--- src/rtl/sd_card_check_state_pkg.sv ---
`default_nettype none
// ============================================================================
// Module   : sd_card_check_state_pkg
// Brief    : Shared SD sequencer types: FSM states, CMD13/R1 constants, fields.
// Revision : 1.0 - initial release
// ============================================================================
package sd_card_check_state_pkg;

    typedef enum logic [2:0] {
        S_IDLE        = 3'd0,
        S_WAIT_BUSY   = 3'd1,
        S_SEND_CMD    = 3'd2,
        S_GET_RESP    = 3'd3,
        S_CHECK       = 3'd4,
        S_RETRY_DELAY = 3'd5,
        S_COMPLITE    = 3'd6,
        S_FAIL        = 3'd7
    } state_t;

    localparam logic [5:0] CMD_SEND_STATUS = 6'd13;
    localparam logic [3:0] CARD_STATE_TRAN = 4'd4;

    // Positions within the 48-bit response frame
    localparam int R1_INDEX_MSB  = 45;
    localparam int R1_INDEX_LSB  = 40;
    localparam int R1_STATUS_MSB = 39;
    localparam int R1_STATUS_LSB = 8;

    // Positions within the 32-bit card status word
    localparam int ST_ERR_MSB    = 31;
    localparam int ST_ERR_LSB    = 19;
    localparam int ST_STATE_MSB  = 12;
    localparam int ST_STATE_LSB  = 9;
    localparam int ST_READY_BIT  = 8;

    typedef struct packed {
        logic [5:0] index;
        logic [3:0] current_state;
        logic       ready_for_data;
        logic       error;
    } r1_fields_t;

    function automatic logic r1_is_tran_ready(input r1_fields_t f);
        return (f.current_state == CARD_STATE_TRAN) && f.ready_for_data;
    endfunction

    // Counter width able to hold 0..max, never narrower than one bit
    function automatic int cnt_width(input int max);
        return (max < 2) ? 1 : $clog2(max + 1);
    endfunction

endpackage
`default_nettype wire

--- src/rtl/sd_card_check_state_if.sv ---
`default_nettype none
// ============================================================================
// Module   : sd_card_check_state_if
// Brief    : Controller handshake and command-unit bus of the status checker.
// Revision : 1.0 - initial release
// ============================================================================
interface sd_card_check_state_if;

    logic        CheckState_En;
    logic        CheckState_Complite;
    logic        CheckState_Fail;
    logic        Busy_Bit;
    logic [15:0] RCA_Addr;
    logic [47:0] Responce_R1_R3;
    logic [5:0]  CMD_ID;
    logic [7:0]  Arg1;
    logic [7:0]  Arg2;
    logic [7:0]  Arg3;
    logic [7:0]  Arg4;
    logic        Send_CMD_En;
    logic        Get_CMD_En;
    logic        Send_CMD_Complite;
    logic        Get_CMD_Complite;

    // master: the sequencer itself; slave: controller plus send/receive units
    modport master (
        input  CheckState_En, Busy_Bit, RCA_Addr, Responce_R1_R3,
               Send_CMD_Complite, Get_CMD_Complite,
        output CheckState_Complite, CheckState_Fail, CMD_ID,
               Arg1, Arg2, Arg3, Arg4, Send_CMD_En, Get_CMD_En
    );

    modport slave (
        output CheckState_En, Busy_Bit, RCA_Addr, Responce_R1_R3,
               Send_CMD_Complite, Get_CMD_Complite,
        input  CheckState_Complite, CheckState_Fail, CMD_ID,
               Arg1, Arg2, Arg3, Arg4, Send_CMD_En, Get_CMD_En
    );

endinterface
`default_nettype wire

--- src/rtl/sd_card_check_state_r1_decode.sv ---
`default_nettype none
// ============================================================================
// Module   : sd_card_check_state_r1_decode
// Brief    : Extracts index, card state, READY_FOR_DATA and error summary from R1.
// Revision : 1.0 - initial release
// ============================================================================
module sd_card_check_state_r1_decode
    import sd_card_check_state_pkg::*;
(
    input  logic [47:0] resp,
    output r1_fields_t  fields
);

    logic [31:0] w_status;
    logic        w_unused_bits;

    assign w_status              = resp[R1_STATUS_MSB:R1_STATUS_LSB];
    assign fields.index          = resp[R1_INDEX_MSB:R1_INDEX_LSB];
    assign fields.current_state  = w_status[ST_STATE_MSB:ST_STATE_LSB];
    assign fields.ready_for_data = w_status[ST_READY_BIT];
    assign fields.error          = |w_status[ST_ERR_MSB:ST_ERR_LSB];

    // Start/transmission bits, CRC and non-error status bits are not inspected
    assign w_unused_bits = ^{resp[47:46], resp[7:0], w_status[18:13], w_status[7:0]};

endmodule
`default_nettype wire

--- src/rtl/sd_card_check_state.sv ---
`default_nettype none
// ============================================================================
// Module   : sd_card_check_state
// Brief    : Waits for DAT0 busy release, issues CMD13 and checks for tran+ready.
// Revision : 1.0 - initial release
// ============================================================================
module sd_card_check_state
    import sd_card_check_state_pkg::*;
#(
    parameter int BUSY_TIMEOUT = 100000,
    parameter int RETRY_MAX    = 8,
    parameter int RETRY_DELAY  = 100
) (
    input  wire logic             clk,
    input  wire logic             rst,
    sd_card_check_state_if.master bus
);

    localparam int c_busy_w  = cnt_width(BUSY_TIMEOUT);
    localparam int c_retry_w = cnt_width(RETRY_MAX);
    localparam int c_delay_w = cnt_width(RETRY_DELAY);

    localparam logic [c_busy_w-1:0]  c_busy_last  = c_busy_w'(BUSY_TIMEOUT - 1);
    localparam logic [c_retry_w-1:0] c_retry_last = c_retry_w'(RETRY_MAX - 1);
    localparam logic [c_delay_w-1:0] c_delay_last = c_delay_w'(RETRY_DELAY - 1);

    state_t               r_state;
    state_t               w_next;
    logic [c_busy_w-1:0]  r_busy_cnt;
    logic [c_retry_w-1:0] r_retry_cnt;
    logic [c_delay_w-1:0] r_delay_cnt;
    logic [47:0]          r_resp;
    r1_fields_t           w_fields;
    logic                 w_retry_inc;
    logic                 w_capture;
    logic                 w_send_en;
    logic                 w_get_en;
    logic                 w_complite;
    logic                 w_fail;

    sd_card_check_state_r1_decode u_r1_decode (
        .resp   (r_resp),
        .fields (w_fields)
    );

    assign bus.CMD_ID = CMD_SEND_STATUS;
    assign bus.Arg1   = bus.RCA_Addr[15:8];
    assign bus.Arg2   = bus.RCA_Addr[7:0];
    assign bus.Arg3   = 8'h00;
    assign bus.Arg4   = 8'h00;

    assign bus.Send_CMD_En         = w_send_en;
    assign bus.Get_CMD_En          = w_get_en;
    assign bus.CheckState_Complite = w_complite;
    assign bus.CheckState_Fail     = w_fail;

    always_ff @(posedge clk) begin
        if (rst) begin
            r_state     <= S_IDLE;
            r_busy_cnt  <= '0;
            r_retry_cnt <= '0;
            r_delay_cnt <= '0;
            r_resp      <= '0;
        end else begin
            r_state <= w_next;

            // Both wait counters restart on every entry into their state
            if (r_state == S_WAIT_BUSY && w_next == S_WAIT_BUSY) begin
                r_busy_cnt <= r_busy_cnt + 1'b1;
            end else begin
                r_busy_cnt <= '0;
            end

            if (r_state == S_RETRY_DELAY && w_next == S_RETRY_DELAY) begin
                r_delay_cnt <= r_delay_cnt + 1'b1;
            end else begin
                r_delay_cnt <= '0;
            end

            if (r_state == S_IDLE) begin
                r_retry_cnt <= '0;
            end else if (w_retry_inc) begin
                r_retry_cnt <= r_retry_cnt + 1'b1;
            end

            if (w_capture) begin
                r_resp <= bus.Responce_R1_R3;
            end
        end
    end

    always_comb begin
        w_next      = r_state;
        w_retry_inc = 1'b0;
        w_capture   = 1'b0;

        if (!bus.CheckState_En) begin
            w_next = S_IDLE;
        end else begin
            case (r_state)
                S_IDLE: begin
                    w_next = S_WAIT_BUSY;
                end
                S_WAIT_BUSY: begin
                    if (!bus.Busy_Bit) begin
                        w_next = S_SEND_CMD;
                    end else if (r_busy_cnt == c_busy_last) begin
                        w_next = S_FAIL;
                    end
                end
                S_SEND_CMD: begin
                    if (bus.Send_CMD_Complite) begin
                        w_next = S_GET_RESP;
                    end
                end
                S_GET_RESP: begin
                    if (bus.Get_CMD_Complite) begin
                        w_capture = 1'b1;
                        w_next    = S_CHECK;
                    end
                end
                S_CHECK: begin
                    if (w_fields.index != CMD_SEND_STATUS || w_fields.error) begin
                        w_next = S_FAIL;
                    end else if (r1_is_tran_ready(w_fields)) begin
                        w_next = S_COMPLITE;
                    end else if (r_retry_cnt == c_retry_last) begin
                        w_next = S_FAIL;
                    end else begin
                        w_retry_inc = 1'b1;
                        w_next      = S_RETRY_DELAY;
                    end
                end
                S_RETRY_DELAY: begin
                    if (r_delay_cnt == c_delay_last) begin
                        w_next = S_WAIT_BUSY;
                    end
                end
                S_COMPLITE, S_FAIL: begin
                    w_next = r_state;
                end
                default: begin
                    w_next = S_IDLE;
                end
            endcase
        end
    end

    always_comb begin
        w_send_en  = (r_state == S_SEND_CMD);
        w_get_en   = (r_state == S_GET_RESP);
        w_complite = (r_state == S_COMPLITE);
        w_fail     = (r_state == S_FAIL);
    end

endmodule
`default_nettype wire

--- src/flat_wrapper.sv ---
// flat-port wrapper written by rule: the top's interface ports become plain ports
module sd_card_check_state_flat import sd_card_check_state_pkg::*;
#(
    parameter int BUSY_TIMEOUT = 100000,
    parameter int RETRY_MAX    = 8,
    parameter int RETRY_DELAY  = 100
)
  (clk, rst, bus_CheckState_En, bus_Busy_Bit, bus_RCA_Addr, bus_Responce_R1_R3, bus_Send_CMD_Complite, bus_Get_CMD_Complite, bus_CheckState_Complite, bus_CheckState_Fail, bus_CMD_ID, bus_Arg1, bus_Arg2, bus_Arg3, bus_Arg4, bus_Send_CMD_En, bus_Get_CMD_En);
  sd_card_check_state_if bus_i ();
  input  wire logic clk;
  input  wire logic rst;
  input wire logic [$bits(bus_i.CheckState_En)-1:0] bus_CheckState_En;
  input wire logic [$bits(bus_i.Busy_Bit)-1:0] bus_Busy_Bit;
  input wire logic [$bits(bus_i.RCA_Addr)-1:0] bus_RCA_Addr;
  input wire logic [$bits(bus_i.Responce_R1_R3)-1:0] bus_Responce_R1_R3;
  input wire logic [$bits(bus_i.Send_CMD_Complite)-1:0] bus_Send_CMD_Complite;
  input wire logic [$bits(bus_i.Get_CMD_Complite)-1:0] bus_Get_CMD_Complite;
  output wire logic [$bits(bus_i.CheckState_Complite)-1:0] bus_CheckState_Complite;
  output wire logic [$bits(bus_i.CheckState_Fail)-1:0] bus_CheckState_Fail;
  output wire logic [$bits(bus_i.CMD_ID)-1:0] bus_CMD_ID;
  output wire logic [$bits(bus_i.Arg1)-1:0] bus_Arg1;
  output wire logic [$bits(bus_i.Arg2)-1:0] bus_Arg2;
  output wire logic [$bits(bus_i.Arg3)-1:0] bus_Arg3;
  output wire logic [$bits(bus_i.Arg4)-1:0] bus_Arg4;
  output wire logic [$bits(bus_i.Send_CMD_En)-1:0] bus_Send_CMD_En;
  output wire logic [$bits(bus_i.Get_CMD_En)-1:0] bus_Get_CMD_En;
  assign bus_i.CheckState_En = bus_CheckState_En;
  assign bus_i.Busy_Bit = bus_Busy_Bit;
  assign bus_i.RCA_Addr = bus_RCA_Addr;
  assign bus_i.Responce_R1_R3 = bus_Responce_R1_R3;
  assign bus_i.Send_CMD_Complite = bus_Send_CMD_Complite;
  assign bus_i.Get_CMD_Complite = bus_Get_CMD_Complite;
  assign bus_CheckState_Complite = bus_i.CheckState_Complite;
  assign bus_CheckState_Fail = bus_i.CheckState_Fail;
  assign bus_CMD_ID = bus_i.CMD_ID;
  assign bus_Arg1 = bus_i.Arg1;
  assign bus_Arg2 = bus_i.Arg2;
  assign bus_Arg3 = bus_i.Arg3;
  assign bus_Arg4 = bus_i.Arg4;
  assign bus_Send_CMD_En = bus_i.Send_CMD_En;
  assign bus_Get_CMD_En = bus_i.Get_CMD_En;
  sd_card_check_state #(.BUSY_TIMEOUT(BUSY_TIMEOUT), .RETRY_MAX(RETRY_MAX), .RETRY_DELAY(RETRY_DELAY)) u_core (.clk(clk), .rst(rst), .bus(bus_i));
endmodule
--- config.mk ---
export PLATFORM = sky130hd
export DESIGN_NAME = sd_card_check_state_flat
export DESIGN_NICKNAME = d
export VERILOG_FILES = /design/src/rtl/sd_card_check_state_pkg.sv /design/src/rtl/sd_card_check_state_if.sv /design/src/rtl/sd_card_check_state_r1_decode.sv /design/src/rtl/sd_card_check_state.sv /design/src/flat_wrapper.sv
export SDC_FILE = /design/constraint.sdc
export NUM_CORES = 1
export LEC_CHECK = 0
export BUFFER_PORTS_ARGS = -buffer_cell sky130_fd_sc_hd__buf_4
export CORE_MARGIN = 4
export CORE_UTILIZATION = 52
export CTS_CLUSTER_SIZE = 40
export DETAILED_ROUTE_END_ITERATION = 10
export HOLD_SLACK_MARGIN = 0.15
export PLACE_DENSITY_LB_ADDON = 0.05
export SYNTH_ARGS = -nofsm -noshare
export SYNTH_HDL_FRONTEND = slang
export SYNTH_HIERARCHICAL = 1
export SYNTH_SLANG_ARGS = --single-unit
--- constraint.sdc ---
create_clock -name clk -period 2.5 [get_ports clk]
set_input_delay 0.375 -clock clk [delete_from_list [all_inputs] [get_ports clk]]
set_output_delay 0.375 -clock clk [all_outputs]
set_load 0.02 [all_outputs]
==> impl_metrics.csv <==
group,metric,value,unit
sta,max_freq,480,MHz
final_layout,seq_area,1100,µm²
final_layout,syn_to_final_growth,3.14,%
clocking,clkTransAtPathRegs,0.09,ns
pwr,switchingPower,0.000327,W
sta,maxSlewViolCount,0,
run_status,status,"finished, final reports clean",
detailed_routing,vias,2059,
clocking,cts.repair.resized,0,
sta,rsz0062_at_grt,"no",
floorplan,initial_core_util,54.3,%
critical_path,crit_type,"reg2reg",
clocking,cts_setup_buffers,0,
sta,timing_hold_violations_final,0,
pwr,clkPwrFrac,33.3,%
floorplan,dieWidth,81.2,µm
job,max-cap-violations,0,
detailed_routing,dr.pass1.iters,4,
detailed_routing,drc_errors,0,
detailed_routing,routedWlPerCell,11.8,µm
global_route,grt_max_degree,32,
final_layout,multiInputGateArea,1310,µm²
yosys,netlist_instances,343,
floorplan,die_h,81.2,µm
placed_design,place.port_buffers,33,
global_route,grt.overflow.total,0,
pwr,power.internal,0.00113,W
sta,setup_tns,0,ns
placed_design,placed_cells,404,
clocking,clk_latency,0.30,ns
placed_design,dp_hpwl,3480,µm
clocking,clockBufferDepth,2,
clocking,cts_tree,"done",
pwr,peakVddDrop,272,µV
yosys,synthesis.area,2790,µm²
final_layout,antenna_cells,0,
global_route,antenna_found_initial,0,
yosys,ys_warn_count,6,
pwr,p_seq_share,60.4,%
pwr,powerDensity,507,nW/µm²
min_path,hold_path.class,"in2reg",
critical_path,worst_ep_arrival_time,2.32,ns
detailed_routing,via_per_inst,5.01,
global_route,grt_pass1_vias,1816,
clocking,numCtsBuffers,5,
pwr,p_comb_share,6.3,%
global_route,grt_util_all_layers,15.8,%
floorplan,io_pins,112,
final_layout,final_cell_mix,"nand2_1, dfxtp_1, buf_4",
final_layout,layout-drive-gt1-share,14.1,%
detailed_routing,dr.first_iter.drc_count,99,
sta,skew,0.00513,ns
floorplan,rows,26,
yosys,syn_area_per_cell,8.13,µm²
critical_path,startpoint_type,"flop",
critical_path,required,2.74,ns
sta,relSlewSlack,56.0,%
clocking,cts_hold_buf,0,
sta,timing.final.crit_share,83.3,%
final_layout,fin_nets,414,
clocking,clkSinkCount,55,
floorplan,dieArea,6600,µm²
pwr,p_sw_share,22.4,%
sta,tightest_slew,0.653,ns
floorplan,core,5140,µm²
clocking,clockRootBuffer,"clkbuf_8",
global_route,grt_pass1_wl,8160,µm
clocking,htreeDepth,2,
critical_path,cp_max_fo,4,
sta,finalCriticalPeriod,2.08,ns
detailed_routing,wl,4830,µm
placed_design,gp_congestion,0.757,
critical_path,end_kind,"flop",
detailed_routing,route.antenna.remaining_nets,0,
sta,finalSetupViolCount,0,
final_layout,final_cells,411,
final_layout,mostFrequentLayoutCell,"nand2_1",
pwr,p_leak,1.00,nW
final_layout,n_fill_cell,530,
[final cells by class]
class	count	share of cell area, %
clock inverter	1	0.174
multi-input combinational	237	45.5
tap	70	3.04
inverter	6	0.783
clock buffer	6	2.87
timing repair buffer	36	9.40
sequential	55	38.3
[layer usage]
layer | GRT usage [%] | wire length (µm) | up-vias
met3 | 4.88 | 276 | 13
met4 | 5.91 | 66 | 0
met5 | 0 | 0 | -
met1 | 21.2 | 2410 | 923
met2 | 23.8 | 2080 | 46
li1 | - | - | 1077
[worst max-delay path, stage by stage, from the launching register on]
cell and delay, ns:
dfxtp_1 0.32, nor4_1 0.31, nand4_1 0.16, nor4b_1 0.45, o2111ai_1 0.30, nor3_1 0.28, mux2i_1 0.21
[state kept, by name (all words and copies together) (netlist names)]
| name | cells |
|---|---|
| u_core/r_resp | 24 |
| u_core/r_busy_cnt | 17 |
| u_core/r_delay_cnt | 7 |
| u_core/r_retry_cnt | 4 |
| u_core/r_state | 3 |
[per-stage QoR]
step / worst slack (ns) / total power, W / hold slack [ns] / util [%] / instance area [µm²]
floorplan: 0.754 / 0.00102 / 0.413 / - / 2860
global placement: 0.460 / 0.000993 / 0.426 / 54.3 / 2790
detailed placement: 0.439 / 0.000993 / 0.434 / 54.3 / 2790
CTS: 0.412 / 0.00148 / 0.298 / 56.0 / 2880
global route: 0.162 / 0.00152 / 0.292 / 56.0 / 2880
finish: 0.419 / 0.00146 / 0.308 / 56.0 / 2880
[worst paths after layout]
| path | start | endpoint | slack, ns | cells after the start |
|---|---|---|---|---|
| worst max-delay path | u_core/r_resp[36] | u_core/r_retry_cnt[3] | 0.42 | 6 |
| worst min-delay path | bus_Responce_R1_R3[18] | u_core/r_resp[18] | 0.31 | 3 |
| worst min register to register | u_core/r_delay_cnt[0] | u_core/r_delay_cnt[0] | 0.44 | 1 |
| worst max register to register | u_core/r_resp[36] | u_core/r_retry_cnt[3] | 0.42 | 6 |
[power groups by stage]
| stage | Combinational, W | Clock [W] | Sequential, W |
|---|---|---|---|
| floorplan | 0.000116 | 0 | 0.000900 |
| global placement | 0.0000913 | 0 | 0.000901 |
| detailed placement | 0.0000914 | 0 | 0.000901 |
| CTS | 0.0000916 | 0.000506 | 0.000881 |
| global route | 0.000100 | 0.000541 | 0.000882 |
| finish | 0.0000919 | 0.000486 | 0.000881 |
Power figures use the tool's default switching activity.
